--- config.mk ---
export PLATFORM = sky130hd
export DESIGN_NAME = fpu_arbiter
export DESIGN_NICKNAME = d
export VERILOG_FILES = /design/src/rtl/fpu_pkg.sv /design/src/rtl/fpu_arbiter_rr_arbiter.sv /design/src/rtl/fpu_arbiter.sv
export SDC_FILE = /design/constraint.sdc
export NUM_CORES = 1
export LEC_CHECK = 0
export CAP_MARGIN = 20
export CORE_MARGIN = 10
export CORE_UTILIZATION = 41
export CTS_BUF_LIST = sky130_fd_sc_hd__clkbuf_8
export CTS_CLUSTER_DIAMETER = 60
export CTS_CLUSTER_SIZE = 20
export DETAILED_ROUTE_END_ITERATION = 8
export PLACE_DENSITY = 0.83
export REMOVE_ABC_BUFFERS = 1
export SKIP_LAST_GASP = 1
export SLEW_MARGIN = 40
export SYNTH_ARGS = -nofsm -noshare
export SYNTH_HDL_FRONTEND = slang
export SYNTH_SLANG_ARGS = --single-unit
--- constraint.sdc ---
create_clock -name clk -period 3 [get_ports clk]
set_input_delay 0.6 -clock clk [delete_from_list [all_inputs] [get_ports clk]]
set_output_delay 0.6 -clock clk [all_outputs]
set_load 0.03 [all_outputs]
--- src/rtl/fpu_pkg.sv ---
// Shared definitions for the FP16 adder arbiter: format widths, FSM encoding
// and the round-robin pick helper used by rr_arbiter.
package fpu_pkg;

    localparam int EXP_W   = 5;
    localparam int MAN_W   = 10;
    localparam int FP_W    = 1 + EXP_W + MAN_W;
    localparam int MAX_REQ = 8;

    typedef enum logic [1:0] {
        IDLE  = 2'd0,
        ISSUE = 2'd1,
        RESP  = 2'd2
    } state_t;

    // One-hot grant: first valid requester at or above ptr, wrapping at n.
    function automatic logic [MAX_REQ-1:0] rr_pick(
        input logic [MAX_REQ-1:0] valid,
        input logic [2:0]         ptr,
        input int                 n
    );
        logic [MAX_REQ-1:0] grant;
        logic               found;
        int                 idx;
        grant = '0;
        found = 1'b0;
        for (int i = 0; i < MAX_REQ; i++) begin
            idx = (int'(ptr) + i) % n;
            if (i < n && !found && valid[idx[2:0]]) begin
                grant[idx[2:0]] = 1'b1;
                found           = 1'b1;
            end
        end
        return grant;
    endfunction

endpackage

--- src/rtl/fpu_arbiter_rr_arbiter.sv ---
// Combinational round-robin grant for up to eight requesters, returned both
// one-hot and as an index.
module rr_arbiter
    import fpu_pkg::*;
#(
    parameter int NREQ = 2,
    localparam int PW  = (NREQ > 1) ? $clog2(NREQ) : 1
) (
    input  logic [NREQ-1:0] req_valid,
    input  logic [PW-1:0]   ptr,
    output logic [NREQ-1:0] grant,
    output logic [PW-1:0]   grant_idx
);

    always_comb begin
        grant     = NREQ'(rr_pick(MAX_REQ'(req_valid), 3'(ptr), NREQ));
        grant_idx = '0;
        for (int i = 0; i < NREQ; i++) begin
            if (grant[i]) grant_idx = PW'(i);
        end
    end

endmodule

--- src/rtl/fpu_arbiter.sv ---
// Time-shares one external combinational FP16 adder between NREQ requesters:
// round-robin accept, registered operands, SETTLE-cycle wait, held response.
module fpu_arbiter
    import fpu_pkg::*;
#(
    parameter int W      = FP_W,
    parameter int NREQ   = 2,
    parameter int SETTLE = 1
) (
    input  logic              clk,
    input  logic              rst,
    input  logic [NREQ-1:0]   req_valid,
    output logic [NREQ-1:0]   req_ready,
    input  logic [NREQ*W-1:0] req_a,
    input  logic [NREQ*W-1:0] req_b,
    output logic [NREQ-1:0]   res_valid,
    input  logic [NREQ-1:0]   res_ready,
    output logic [W-1:0]      res_data,
    output logic [W-1:0]      fpu_a,
    output logic [W-1:0]      fpu_b,
    input  logic [W-1:0]      fpu_r,
    output logic              busy,
    output logic [15:0]       op_count
);

    localparam int PW = (NREQ > 1) ? $clog2(NREQ) : 1;
    localparam int CW = (SETTLE > 1) ? $clog2(SETTLE) : 1;

    state_t          state;
    state_t          next_state;
    logic [PW-1:0]   gnt;
    logic [PW-1:0]   rr_ptr;
    logic [CW-1:0]   cnt;
    logic [NREQ-1:0] grant;
    logic [PW-1:0]   grant_idx;

    rr_arbiter #(
        .NREQ(NREQ)
    ) u_rr (
        .req_valid(req_valid),
        .ptr      (rr_ptr),
        .grant    (grant),
        .grant_idx(grant_idx)
    );

    assign busy = (state != IDLE);

    always_comb begin
        next_state = state;
        req_ready  = '0;
        res_valid  = '0;
        unique case (state)
            IDLE: begin
                req_ready = grant;
                if (|(req_valid & grant)) next_state = ISSUE;
            end
            ISSUE: begin
                if (cnt == '0) next_state = RESP;
            end
            RESP: begin
                res_valid[gnt] = 1'b1;
                if (res_ready[gnt]) next_state = IDLE;
            end
            default: next_state = IDLE;
        endcase
    end

    // Operand, result and bookkeeping registers; reset drops any op in flight.
    always_ff @(posedge clk or posedge rst) begin
        if (rst) begin
            state    <= IDLE;
            fpu_a    <= '0;
            fpu_b    <= '0;
            res_data <= '0;
            gnt      <= '0;
            rr_ptr   <= '0;
            cnt      <= '0;
            op_count <= '0;
        end else begin
            state <= next_state;
            unique case (state)
                IDLE: begin
                    if (|(req_valid & grant)) begin
                        fpu_a <= req_a[grant_idx*W +: W];
                        fpu_b <= req_b[grant_idx*W +: W];
                        gnt   <= grant_idx;
                        cnt   <= CW'(SETTLE - 1);
                    end
                end
                ISSUE: begin
                    if (cnt != '0) cnt <= cnt - 1'b1;
                    else           res_data <= fpu_r;
                end
                RESP: begin
                    if (res_ready[gnt]) begin
                        op_count <= op_count + 16'd1;
                        rr_ptr   <= (gnt == PW'(NREQ - 1)) ? '0 : gnt + 1'b1;
                    end
                end
                default: ;
            endcase
        end
    end

endmodule

==> flow_summary_export.csv <==
group,metric,value,unit
floorplan,chipWidth,105,um
clocking,clk_latency,320,ps
worst_hold_path,hold_path.class,"reg -> reg",
timing,period_minus_slack,2660,ps
global_route,grt_pass1_wl,13600,um
clocking,clock-sinks,68,
power_and_ir_drop,ir_drop,0.000642,V
power_and_ir_drop,power.density,1010,nW/um^2
detailed_routing,routed_wl,8420,um
floorplan,ioPinCount,155,
timing,worst_pin_slew,836,ps
detailed_routing,firstDrtPassIters,4,
run,maxCapViolations,0,
clocking,clk_pin_slew,80,ps
detailed_routing,routedWlPerCell,16.3,um
finish,final_cell_mix,"clkdlybuf4s50_1 (154), dfrtp_1 (68), nor2_1 (38)",
timing,hold_violations,0,
critical_path,startpoint_type,"primary input",
detailed_routing,vias_per_cell,4.72,
timing,clock.fmax,376,MHz
timing,finalCritPeriodShare,88.7,%
worst_hold_path,hp-start,"op_count[15]",
critical_path,crit_arrival,2060,ps
critical_path,path_cells,"clkdlybuf4s50_1 -> o21ai_4 -> nor2_1 -> clkdlybuf4s50_1",
synthesis,yosysUniqueCellTypes,30,
critical_path,worstPathRequired,2400,ps
place,place_inst,501,
clocking,clockBufferDepth,2,
clocking,cts_hold_buffers,0,
power_and_ir_drop,p_leak,0.00214,uW
critical_path,worstSetupPathType,"in -> out",
critical_path,crit_top_cell,"clkdlybuf4s50_1",
clocking,post_cts_buffers,0,
status,outcome,"finished clean",
finish,final_cell_area,4850,um^2
floorplan,die_h,105,um
place,portBuffers,154,
finish,layout_commonest_cell,"clkdlybuf4s50_1",
detailed_routing,route.detailed.drc,0,
synthesis,ys_async_sr_fraction,100,%
synthesis,yosys_warnings,0,
finish,layout.cells.non_filler,517,
finish,diodes,0,
floorplan,die_area,11100,um^2
timing,slew_viol_final,0,
floorplan,fp-row-count,31,
detailed_routing,drtIter0Drc,45,
timing,rsz0062_at_grt,"no",
global_route,overflow,0,
critical_path,cp_max_fo,3,
clocking,numCtsBuffers,9,
synthesis,syn_area_per_cell,11.6,um^2
floorplan,initial_utilization,41.5,%
synthesis,netlist_instances,257,
critical_path,slowest_delay,700,ps
timing,setup_viol,0,
place,dp_hpwl,6630,um
detailed_routing,ant_nets,0,
place,place.gp.congestion,0.756,
floorplan,design.core.area,7180,um^2
global_route,track_usage,15.0,%
synthesis,ys_ff_latch,68,
finish,drive_gt1_share,10.0,%
place,postPlaceCellArea,4630,um^2
synthesis,synth_flop_cell,"dfrtp_1",
finish,syn2layout_area_growth,62.8,%
critical_path,crit_start,"req_valid[1]",
timing,tns,0,ps
synthesis,synth_edf_count,0,
critical_path,endpoint_kind,"primary output",
global_route,grt_max_degree,66,
clocking,cts_tree,"built",
global_route,antenna_found_initial,0,
critical_path,r2r-start,"rr_ptr",
clocking,ctsResizeCount,0,
timing,slew_headroom,44.3,%
critical_path,slowest_stage,"clkdlybuf4s50_1",
clocking,htree_levels,3,
finish,nFillCells,548,
synthesis,synth_seq_area_share,57.1,%
synthesis,syn_area,2980,um^2
global_route,grt_pass1_vias,2670,
finish,nets,500,
detailed_routing,vias,2442,
clocking,cts_root_buffer,"clkbuf_8",
timing,finalClockSkew,9.39,ps
## final timing paths
path / to / slack [ps] / depth (start not counted)
worst min-delay path: op_count[15] / 480 / 1
max in group asynchronous: fpu_a[10] / 1700 / 3
min in group asynchronous: fpu_a[8] / 670 / 2
worst min register to register: op_count[15] / 480 / 1
worst max register to register: fpu_a[5] / 1360 / 4
worst max-delay path: req_ready[1] / 340 / 4
## kinds of logic after synthesis
group | Yosys count | share of synthesized area, %
muxes | 50 | 17.5
adders and majority gates | 1 | 0.420
buffers and inverters | 16 | 2.64
and+or+nand+nor | 69 | 11.1
xor gates and xnor gates | 15 | 4.41
DFF | 68 | 57.1
AOI/OAI and AO/OA | 38 | 6.80
## synth_stat cells, types with 2 or more instances
cell type | n | area, um^2
a21oi_1 | 33 | 165
buf_1 | 2 | 7.51
buf_2 | 6 | 30.0
buf_4 | 3 | 22.5
dfrtp_1 | 68 | 1700
inv_1 | 4 | 15.0
mux2_2 | 17 | 191
mux2i_1 | 33 | 330
nand2_1 | 10 | 37.5
nand3_1 | 4 | 20.0
nand4_1 | 3 | 18.8
nand4_2 | 2 | 25.0
nor2_1 | 38 | 143
nor3_1 | 5 | 25.0
xnor2_1 | 8 | 70.1
xor2_1 | 7 | 61.3
## cell type report
type / instances / area [um^2] / share of cell area (%)
timing repair buffer: 157 / 1580 / 32.5
clock buffer: 10 / 138 / 2.84
multi-input combinational: 173 / 1210 / 24.9
sequential: 68 / 1700 / 35.1
inverter: 4 / 15.0 / 0.310
clock inverter: 6 / 87.6 / 1.81
tap: 99 / 124 / 2.55
## power by group
group / switching, uW / leakage (uW) / internal [uW]
Combinational: 1450 / 0.00122 / 1100
Sequential: 236 / 0.000803 / 1300
Clock: 340 / 0.000116 / 491
## per-layer routing
metal  GRT usage, %  share of wire, %
met1           16.8                40
met5              0                 0
met2           26.0                51
met4           3.92              0.40
met3           5.97               8.1
## registers in the layout, indices dropped and copies added, names as in the netlist
| name | flops |
|---|---|
| fpu_a | 16 |
| fpu_b | 16 |
| op_count | 16 |
| res_data | 16 |
| state | 2 |
| gnt | 1 |
| rr_ptr | 1 |
## per-stage QoR
stage,total power (uW),hold WS (ps),setup WS (ps),util [%]
2_1_floorplan,3010,521,79.9,-
3_3_place_gp,4080,463,368,64.5
3_5_place_dp,4140,466,328,64.5
4_1_cts,4990,481,325,67.6
5_1_grt,5210,508,272,67.6
6_report,4920,478,340,67.6
## critical path: cells and delay by family
kind | cells | cell delay [ps]
AO/OA/AOI/OAI | 1 | 80
AND/OR/NAND/NOR | 1 | 140
buffers and inverters | 2 | 1250
Power figures use the tool's default switching activity.
